<file path="config.mk">
export PLATFORM = sky130hd
export DESIGN_NAME = eco32f_wb_arbiter
export DESIGN_NICKNAME = d
export VERILOG_FILES = /design/src/rtl/eco32f_wb_arbiter_pkg.sv /design/src/rtl/eco32f_wb_watchdog.sv /design/src/rtl/eco32f_wb_arbiter.sv
export SDC_FILE = /design/constraint.sdc
export NUM_CORES = 1
export LEC_CHECK = 0
export ABC_AREA = 1
export CAP_MARGIN = 20
export CORE_AREA = 2 2 131 133
export DETAILED_ROUTE_END_ITERATION = 10
export DIE_AREA = 0 0 133 135
export PLACE_DENSITY = 0.5
export REMOVE_ABC_BUFFERS = 1
export SYNTH_ARGS = -nofsm -noshare
export SYNTH_HDL_FRONTEND = slang
export SYNTH_HIERARCHICAL = 1
export SYNTH_SLANG_ARGS = --single-unit
export TNS_END_PERCENT = 10
</file>
<file path="constraint.sdc">
create_clock -name clk -period 2 [get_ports clk]
set_clock_uncertainty 0.1 [all_clocks]
set_input_delay 0.2 -clock clk [delete_from_list [all_inputs] [get_ports clk]]
set_output_delay 0.2 -clock clk [all_outputs]
set_load 0.05 [all_outputs]
</file>
<file path="src/rtl/eco32f_wb_arbiter_pkg.sv">
// Shared Wishbone cycle-type constants, arbiter state encoding and request bundle
// for the eco32f two-master bus arbiter.
package eco32f_wb_arbiter_pkg;

  localparam logic [2:0] ECO32F_WB_CTI_CLASSIC = 3'b000;
  localparam logic [2:0] ECO32F_WB_CTI_INCR    = 3'b010;
  localparam logic [2:0] ECO32F_WB_CTI_EOB     = 3'b111;
  localparam logic [1:0] ECO32F_WB_BTE_WRAP8   = 2'b10;

  typedef enum logic [1:0] {
    ARB_IDLE  = 2'd0,
    ARB_GNT_I = 2'd1,
    ARB_GNT_D = 2'd2
  } arb_state_e;

  typedef enum logic {
    MST_I = 1'b0,
    MST_D = 1'b1
  } arb_mst_e;

  typedef struct packed {
    logic [31:0] adr;
    logic [31:0] dat;
    logic [3:0]  sel;
    logic [2:0]  cti;
    logic [1:0]  bte;
    logic        we;
    logic        stb;
    logic        cyc;
  } wb_req_t;

  localparam wb_req_t WB_REQ_IDLE = '0;

  // On contention the master that did not own the bus last time wins.
  function automatic arb_state_e arb_pick(input logic i_cyc, input logic d_cyc,
                                          input arb_mst_e last);
    arb_state_e pick;
    pick = ARB_IDLE;
    if (i_cyc && d_cyc) pick = (last == MST_I) ? ARB_GNT_D : ARB_GNT_I;
    else if (i_cyc)     pick = ARB_GNT_I;
    else if (d_cyc)     pick = ARB_GNT_D;
    return pick;
  endfunction

endpackage

</file>
<file path="src/rtl/eco32f_wb_watchdog.sv">
// Stall watchdog: counts consecutive strobed cycles without a termination and
// fires combinationally in the cycle the count reaches TIMEOUT-1.
module eco32f_wb_watchdog #(
  parameter int unsigned TIMEOUT = 255
) (
  input  logic clk,
  input  logic rst,
  input  logic clr_i,
  input  logic en_i,
  output logic fire_o
);

  localparam int unsigned      CNT_W    = $clog2(TIMEOUT + 1);
  localparam logic [CNT_W-1:0] CNT_LAST = CNT_W'(TIMEOUT - 1);

  logic [CNT_W-1:0] cnt_q, cnt_d;

  // Firing also clears the counter, so it can never pass CNT_LAST and wrap.
  always_comb begin
    fire_o = en_i && (cnt_q == CNT_LAST);
    cnt_d  = cnt_q;
    if (clr_i || fire_o) cnt_d = '0;
    else if (en_i)       cnt_d = cnt_q + CNT_W'(1);
  end

  always_ff @(posedge clk) begin
    if (rst) cnt_q <= '0;
    else     cnt_q <= cnt_d;
  end

endmodule

</file>
<file path="src/rtl/eco32f_wb_arbiter.sv">
// Two-master Wishbone B3 arbiter: registered grant (1 cycle from cyc to slave), grant held
// until the owner drops cyc, round-robin on contention, watchdog turns a hung slave into err.
module eco32f_wb_arbiter
  import eco32f_wb_arbiter_pkg::*;
#(
  parameter int unsigned TIMEOUT = 255
) (
  input  logic        clk,
  input  logic        rst,
  input  logic [31:0] ibus_adr_i,
  input  logic        ibus_stb_i,
  input  logic        ibus_cyc_i,
  input  logic        ibus_we_i,
  input  logic [3:0]  ibus_sel_i,
  input  logic [2:0]  ibus_cti_i,
  input  logic [1:0]  ibus_bte_i,
  input  logic [31:0] ibus_dat_i,
  output logic        ibus_ack_o,
  output logic        ibus_err_o,
  output logic        ibus_rty_o,
  output logic [31:0] ibus_dat_o,
  input  logic [31:0] dbus_adr_i,
  input  logic        dbus_stb_i,
  input  logic        dbus_cyc_i,
  input  logic        dbus_we_i,
  input  logic [3:0]  dbus_sel_i,
  input  logic [2:0]  dbus_cti_i,
  input  logic [1:0]  dbus_bte_i,
  input  logic [31:0] dbus_dat_i,
  output logic        dbus_ack_o,
  output logic        dbus_err_o,
  output logic        dbus_rty_o,
  output logic [31:0] dbus_dat_o,
  output logic [31:0] wbm_adr_o,
  output logic        wbm_stb_o,
  output logic        wbm_cyc_o,
  output logic        wbm_we_o,
  output logic [3:0]  wbm_sel_o,
  output logic [2:0]  wbm_cti_o,
  output logic [1:0]  wbm_bte_o,
  output logic [31:0] wbm_dat_o,
  input  logic        wbm_ack_i,
  input  logic        wbm_err_i,
  input  logic        wbm_rty_i,
  input  logic [31:0] wbm_dat_i,
  output logic        timeout_o
);

  arb_state_e state_q, state_d;
  arb_mst_e   last_q, last_d;
  wb_req_t    ireq, dreq, greq;
  logic       gnt_i, gnt_d, granted, term;
  logic       wd_en, wd_clr, wd_fire;

  assign ireq = '{adr: ibus_adr_i, dat: ibus_dat_i, sel: ibus_sel_i, cti: ibus_cti_i,
                  bte: ibus_bte_i, we: ibus_we_i, stb: ibus_stb_i, cyc: ibus_cyc_i};
  assign dreq = '{adr: dbus_adr_i, dat: dbus_dat_i, sel: dbus_sel_i, cti: dbus_cti_i,
                  bte: dbus_bte_i, we: dbus_we_i, stb: dbus_stb_i, cyc: dbus_cyc_i};

  // Mux keys only off the registered state, so IDLE never leaks a master's cyc to the slave.
  always_comb begin
    gnt_i   = (state_q == ARB_GNT_I);
    gnt_d   = (state_q == ARB_GNT_D);
    granted = gnt_i || gnt_d;
    greq    = WB_REQ_IDLE;
    if (gnt_i)      greq = ireq;
    else if (gnt_d) greq = dreq;
    term   = wbm_ack_i || wbm_err_i || wbm_rty_i;
    wd_en  = granted && greq.stb && !term;
    wd_clr = !wd_en;
  end

  eco32f_wb_watchdog #(
    .TIMEOUT(TIMEOUT)
  ) u_watchdog (
    .clk   (clk),
    .rst   (rst),
    .clr_i (wd_clr),
    .en_i  (wd_en),
    .fire_o(wd_fire)
  );

  always_comb begin
    wbm_adr_o  = greq.adr;
    wbm_dat_o  = greq.dat;
    wbm_sel_o  = greq.sel;
    wbm_cti_o  = greq.cti;
    wbm_bte_o  = greq.bte;
    wbm_we_o   = greq.we;
    wbm_cyc_o  = greq.cyc && !wd_fire;
    wbm_stb_o  = greq.stb && !wd_fire;
    ibus_ack_o = gnt_i && wbm_ack_i && !wd_fire;
    ibus_err_o = gnt_i && (wbm_err_i || wd_fire);
    ibus_rty_o = gnt_i && wbm_rty_i;
    dbus_ack_o = gnt_d && wbm_ack_i && !wd_fire;
    dbus_err_o = gnt_d && (wbm_err_i || wd_fire);
    dbus_rty_o = gnt_d && wbm_rty_i;
    ibus_dat_o = wbm_dat_i;
    dbus_dat_o = wbm_dat_i;
    timeout_o  = wd_fire;
  end

  // Release only on cyc drop or watchdog; IDLE always lasts one cycle between owners.
  always_comb begin
    state_d = state_q;
    last_d  = last_q;
    if (state_q == ARB_IDLE) begin
      state_d = arb_pick(ibus_cyc_i, dbus_cyc_i, last_q);
    end else if (!granted) begin
      state_d = ARB_IDLE;
    end else if (!greq.cyc || wd_fire) begin
      state_d = ARB_IDLE;
      last_d  = gnt_d ? MST_D : MST_I;
    end
  end

  always_ff @(posedge clk) begin
    if (rst) begin
      state_q <= ARB_IDLE;
      last_q  <= MST_I;
    end else begin
      state_q <= state_d;
      last_q  <= last_d;
    end
  end

endmodule

</file>
==> results of run 1 <==
[flip-flops by register name, summed over array words and instances (netlist names)]
| register | cells |
|---|---|
| last_q | 1 |
| state_q | 2 |
| u_watchdog/cnt_q | 8 |
[kinds of logic (layout without fill, tap and decap cells)]
kind of cell | Yosys count | after routing
simple gates | 55 | 55
xor+xnor | 3 | 3
fa+ha+maj | 5 | 5
buf+inv | 103 | 294
flops | 11 | 11
compound gates | 86 | 86
[final cells by class]
type	instances	area share, %
clock buffer	4	1.416
multi-input combinational	149	25.40
sequential	11	4.091
timing repair buffer	268	62.49
tap	220	4.945
inverter	22	1.663
[worst reg2reg max path, stage by stage, from the launching register on]
cell	delay (ns)
dfxtp_4	0.36
buf_12	0.10
ha_4	0.14
inv_4	0.04
nor2_4	0.09
a22oi_2	0.07
nor2_2	0.12
nand2_1	0.07
nor2_1	0.13
nand2_2	0.09
buf_4	0.14
buf_4	0.12
buf_4	0.12
buf_4	0.12
buf_6	0.12
nand2_8	0.09
nor2_2	0.04
[placed cells by master, fill, tap and decap left out, types with 2 or more instances in the layout]
cell type,n
a21oi_1,2
a21oi_2,5
a21oi_4,3
a22o_1,53
a22o_4,21
buf_12,83
buf_4,21
buf_6,6
buf_8,2
clkbuf_16,3
clkdlybuf4s50_1,156
dfxtp_1,9
dfxtp_4,2
ha_1,2
ha_4,3
inv_1,17
inv_4,4
nand2_1,19
nand2_2,5
nand3_1,6
nand3_2,2
nand4_1,2
nor2_1,7
nor2_2,6
nor2_4,4
nor3_4,2
xnor2_1,2
[layer usage]
layer	track usage (%)	share of wire [%]
met2	22.97	45
met4	1.075	0.26
met5	3.056	0.51
met3	9.197	14
met1	18.50	40
[per-stage QoR]
stage | instances | cell area (um^2) | setup TNS, ns | power [uW] | util [%]
2_1_floorplan | 182 | 1409 | -129.05 | 866.8 | -
3_3_place_gp | 658 | 5012 | -0.1106 | 1844 | 30.55
3_5_place_dp | 658 | 5012 | -0.3053 | 1847 | 30.55
4_1_cts | 672 | 5345 | -2.578 | 2284 | 32.58
5_1_grt | 674 | 5567 | -10.29 | 2403 | 33.93
6_report | 674 | 5567 | -3.513 | 2324 | 33.93
[worst paths after layout]
check	depth (start not counted)	endpoint	slack, ns
worst max-delay path	13	dbus_ack_o	-0.17
worst min-delay path	0	ibus_dat_o[20]	0.30
worst max register to register	16	u_watchdog/cnt_q[4]	-0.15
worst min register to register	2	u_watchdog/cnt_q[5]	0.40
[power groups by stage]
| stage | Clock [uW] | Combinational (uW) | Sequential (uW) |
|---|---|---|---|
| after floorplan | 0 | 634 | 232 |
| after global routing | 392 | 1780 | 232 |
| after CTS | 375 | 1680 | 231 |
| after detailed placement | 0 | 1610 | 234 |
| final | 373 | 1720 | 232 |
| after global placement | 0 | 1610 | 233 |
[timing repair]
| action | in CTS | in global routing |
|---|---|---|
| hold buffers | 0 | 0 |
| endpoints found under the setup margin | 83 | 92 |
| buffers inserted | 10 | 2 |
| pin swaps | 21 | 8 |
| gates resized for setup | 37 | 29 |
==> metrics.md, run 1 <==
| Metric | Value |
|---|---|
| Final hold vios | 0 |
| Clock network power share | about 16% |
| Starting density of the core | between 10% and 20% |
| Total track usage | 15.01% |
| Remaining Overflow, GRT | 0 |
| HP Class | input port to output pin |
| Setup crit start kind | register |
| Crit Reg-Reg Startpoint | state_q[1] |
| Initial antenna violation count | 1 |
| # clock sinks | 11 |
| Area contributors post-synth | a22o_1 32%, buf_4 24%, dfxtp_1 11% |
| GP Congestion | between 0.8 and 0.9 |
| Crit path kind | register to output pin |
| Sequential Power Share | about 10% |
| Core Rows | 47 |
| Post-synth EDFFs | 0 |
| Power density over cell area | around 420 nW/um^2 |
| Area of the die | roughly 18,000 um^2 |
| Die Wd | 133 um |
| Reg clk slew, reported paths | approximately 0.040 ns |
| Netlist cell types | 25 |
| Mapped Avg Cell Area | between 7 and 8 um^2 |
| Final WL | around 14,000 um |
| Vias in the first global route | roughly 2,900 |
| XOR/XNOR Fraction of Synth Area | under 10% |
| Simple-Gate Fraction of Synth Area | about 14% |
| First-pass GRT wire length | approximately 20,000 um |
| Synth-to-Final Area Change | 175.7% |
| DRT antenna net count | 0 |
| Sequential cell area fraction in the yosys report | between 10% and 20% |
| Worst Tran Pin Value | 0.4334 ns |
| Worst Setup SP | state_q[1] |
| Commonest cells post-synth | 74 x a22o_1, 64 x buf_4, 21 x inv_1 |
| Critical Path RT | between 1.5 and 2 ns |
| CP dominant cell by count | inv_4 |
| ANT cells | 0 |
| H-tree depth | 1 |
| Sw Pwr | ~930 uW |
| Multi-input logic area | around 1400 um^2 |
| Final nets | approximately 650 |
| Die H | around 140 um |
| Share of layout cells above drive strength 1 | between 30% and 40% |
| Pins Over Slew Limit | 0 |
| Relative slew slack | a little over 70% |
| Hold_sp | wbm_dat_i[20] |
| Via density per instance | roughly 4.0 |
| Wire per inst | around 21 um |
| Synth Area in Compound Gates | 36.31% |
| CP endpoint kind | output pin |
| Residual DRC count | 0 |
| Seq cells post-synth | 11 |
| Count leader, synth | a22o_1 |
| Main synth FF type | dfxtp_1 |
| FILL cells | roughly 1,600 |
| Largest family of logic cells by synthesized area | compound AO/OA/AOI/OAI gates |
| Worst-path fanout max | 5 |
| CP Cell Sequence | buf_12 > ha_4 > inv_4 > nor2_4 > a22oi_2 > nor2_2 > nand2_1 > nor2_1 > nand2_2 > inv_4 > buf_8 > nor3_4 > buf_6 |
| Pre-antenna DRT Iters | 6 |
| Post-synthesis cell count | 263 |
| # IOs | around 340 |
| Proportion of netlist area held by the largest area contributor | approximately 32% |
| Final setup vio count | between 60 and 70 |
| WHS | ~0.3 ns |
| Pre-CTS WS | -0.09930 ns |
| Cell family with most CP delay | buffers and inverters |
| Synth Area in Adders | 3.098% |
| Combinational share of power | 74.0% |
| Synthesized cell area | approximately 2000 um^2 |
| DRT iter0 DRCs | ~100 |
| Slowest stage delay, CP | between 0.3 and 0.4 ns |
| Lkg Pwr | about 0.0022 uW |
| Status | complete, but fails checks |
| Mux contribution to synthesized area | 0% |
| Clock latency at the later pin of the worst-skew pair | approximately 0.24 ns |
| HPWL after DPL | approximately 12,000 um |
| CTS max path bufs | 2 |
| Failing checks | negative setup slack |
| Post-layout min period | between 2 and 2.5 ns |
| RSZ-0062 raised after global routing | true |
| Register Area | 227.7 um^2 |
| Internal power | ~1400 uW |
| Buf/Inv on CP | 5 |
| Max Cap Viol | 0 |
| Pin count of the biggest net entering global routing | 45 |
| CTS tree | built |
| Worst EP arrival | 1.87 ns |
| VDD IR max | about 0.24 mV |
| Fmax | 0.4616 GHz |
| Worst setup margin | -0.1663 ns |
| Sw Share | approximately two fifths |
| Root Driver | clkbuf_16 |
| Async S/R FF share, synth | 0% |
| CTS Buf Count | 3 |
| Area leader, netlist | a22o_1 |
| Synth warn | 6 |
| Final period util | 108.3% |
| Routed vias | around 2,700 |
| Core area | between 15,000 and 20,000 um^2 |
| # port buffers | approximately 240 |
| Crit-path slowest cell | dfxtp_4 |
No activity file was read; power rests on OpenSTA's default activity.
==> run 2: changes to the inputs <==
- GPL_TIMING_DRIVEN: default -> 0
- PLACE_DENSITY: 0.5 -> default
- PLACE_DENSITY_LB_ADDON: default -> 0.08
==> metrics.md, run 2 (synthesized netlist as in run 1, its figures left out) <==
| Metric | Value |
|---|---|
| Status | complete, but fails checks |
| Failing checks | negative setup slack |
| Initial antenna violation count | 1 (unchanged) |
| Pins Over Slew Limit | 0 (unchanged) |
| Placed cells | 644 (-2.1%) |
| Design area | 4898 um^2 (-12%) |
| Max Cap Viol | 0 (unchanged) |
| Worst setup margin | -0.3043 ns (-0.1380 ns) |
| RSZ-0062 raised after global routing | true |
| HP Class | input port to output pin |
| Setup crit start kind | register |
| # port buffers | 239 (unchanged) |
| Area of the die | 17,960 um^2 (unchanged) |
| Placed Instance Area | 4156 um^2 (-17%) |
| Synth-to-Final Area Change | 142.6% |
| Worst Tran Pin Value | 0.5172 ns (+0.08378 ns) |
| Final period util | 115.2% (+6.9 points) |
| Biggest register | u_watchdog/cnt_q |
| Remaining Overflow, GRT | 0 (unchanged) |
| Clock latency at the later pin of the worst-skew pair | 0.24 ns (about the same) |
| Share of layout cells above drive strength 1 | 34.65% (-3.9 points) |
| Hold Crit Depth | 0 (unchanged) |
| Critical Path RT | 1.70 ns (about the same) |
| Sw Share | 41.81% (+2.0 points) |
| Top Registers | u_watchdog/cnt_q x8, state_q x2, last_q x1 |
| Sw Pwr | 879.8 uW (-4.9%) |
| First-pass GRT wire length | 21,660 um (+7.3%) |
| Max FFs per register | 8 (unchanged) |
| Worst EP arrival | 2.00 ns (+0.13 ns) |
| Reg clk slew, reported paths | 0.04 ns (about the same) |
| CTS tree | built |
| Core Rows | 47 (unchanged) |
| CP endpoint kind | output pin |
| Die H | 135 um (unchanged) |
| Residual DRC count | 0 (unchanged) |
| Final WL | 16,610 um (+15%) |
| Clock network power share | 17.3% (+1.2 points) |
| CTS Buf Count | 3 (unchanged) |
| Power density over cell area | 429.6 nW/um^2 (+2.9%) |
| Root Driver | clkbuf_16 |
| VDD IR max | 0.3010 mV (+24%) |
| Sequential Power Share | 11.0% (+1.0 points) |
| Post-layout min period | 2.304 ns (+0.1380 ns) |
| R2R cell count | 14 (-2) |
| Pwr Total | 2104 uW (-9.4%) |
| Vias in the first global route | 2,764 (-3.6%) |
| Core area | 16,410 um^2 (unchanged) |
| Pin count of the biggest net entering global routing | 39 (-13%) |
| Starting density of the core | 12.31% (unchanged) |
| Pre-CTS WS | -1.577 ns (-1.478 ns) |
| Wire per inst | 24.53 um (+14%) |
| Crit path kind | register to output pin |
| Most common cell after layout, fill and taps aside | clkdlybuf4s50_1 |
| Worst-path fanout max | 5 (unchanged) |
| GP Congestion | 0.7743 (-4.3%) |
| # IOs | 336 (unchanged) |
| Lkg Pwr | 0.001998 uW (-8.9%) |
| Internal power | 1224 uW (-12%) |
| CTS max path bufs | 2 (unchanged) |
| Fmax | 0.4340 GHz (-6.0%) |
| Combinational share of power | 71.7% (-2.3 points) |
| Pre-antenna DRT Iters | 4 (-2) |
| Fin cells | 677 (+0.45%) |
| DRT iter0 DRCs | 102 (-1.9%) |
| Final hold vios | 0 (unchanged) |
| H-tree depth | 1 (unchanged) |
| HPWL after DPL | 12,870 um (+9.5%) |
| Total track usage | 16.78% (+1.8 points) |
| # clock sinks | 11 (unchanged) |
| Hold Buf Count CTS | 0 (unchanged) |
| Via density per instance | 4.134 (+2.2%) |
| Commonest cells after routing, fill and taps aside | 156 x clkdlybuf4s50_1, 79 x buf_6, 68 x a22o_1 |
| Final setup vio count | 83 (+24%) |
| Final nets | 651 (+0.31%) |
| Relative slew slack | 65.65% (-5.3 points) |
| Routed vias | 2,799 (+2.6%) |
| DRT antenna net count | 0 (unchanged) |
| Die Wd | 133 um (unchanged) |
## run 2: changes by cell type in the layout (fill, tap and decap cells not counted), sizes merged
cell	previous run	this run
clkinv	0	1
buf	112	105
diode	0	1
clkbuf	4	9
inv	22	21
clkdlybuf4s15	0	2
bufbuf	0	2
## run 2: repair_timing
action | 4_1_cts | 5_1_grt
endpoints found under the hold margin | 0 | 0
pin swaps | 24 | 29
gates cloned | 3 | 6
resized for setup | 553 | 60
endpoints found under the setup margin | 94 | 91
setup buffers | 11 | 8
## run 2: critical path, cell delays in order (launching register included)
cell	delay, ns
dfxtp_2	0.33
buf_4	0.13
ha_2	0.20
inv_4	0.08
nor2_4	0.04
a22oi_2	0.20
nor2_4	0.05
nand2_1	0.06
nor2_1	0.05
nand2_2	0.09
clkinv_4	0.09
nor3_1	0.19
buf_4	0.23
## run 2: through the flow
stage,utilization [%],TNS (ns),hold slack [ns]
after floorplan,-,-129.05,0.1691
after global placement,24.85,-354.69,0.3005
after detailed placement,25.33,-82.42,0.3005
after CTS,27.10,-14.05,0.3005
after global routing,29.84,-23.31,0.3005
final,29.86,-17.24,0.3002
## run 2: per-layer routing
layer | routed length [um] | up-vias | global-route usage (%)
met4 | 53 | 4 | 1.971
met3 | 2892 | 6 | 13.96
met5 | 54 | - | 2.222
li1 | - | 1262 | -
met1 | 6641 | 1316 | 19.58
met2 | 6967 | 211 | 24.04
## run 2: power by group through the flow
stage	Combinational, uW	Sequential (uW)	Clock [uW]
2_1_floorplan	634	232	0
3_5_place_dp	1290	234	0
5_1_grt	1570	233	384
4_1_cts	1370	231	374
6_report	1510	232	364
3_3_place_gp	1280	233	0
## run 2: path summary, 6_finish.rpt
| kind | start | end | slack [ns] |
|---|---|---|---|
| worst max-delay path | state_q[1] | dbus_ack_o | -0.30 |
| worst min-delay path | wbm_dat_i[3] | dbus_dat_o[3] | 0.30 |
| worst max register to register | state_q[1] | state_q[0] | -0.03 |
| worst min register to register | u_watchdog/cnt_q[5] | u_watchdog/cnt_q[5] | 0.39 |
## run 2: layout make-up
class	count	area, um^2
Timing Repair Buffer	270	2974
Fill cell	1677	11510
Multi-Input combinational cell	149	1247
Clock buffer	4	78.83
Antenna cell	1	2.502
Tap cell	220	275.3
Sequential cell	11	222.7
Inverter	22	97.59
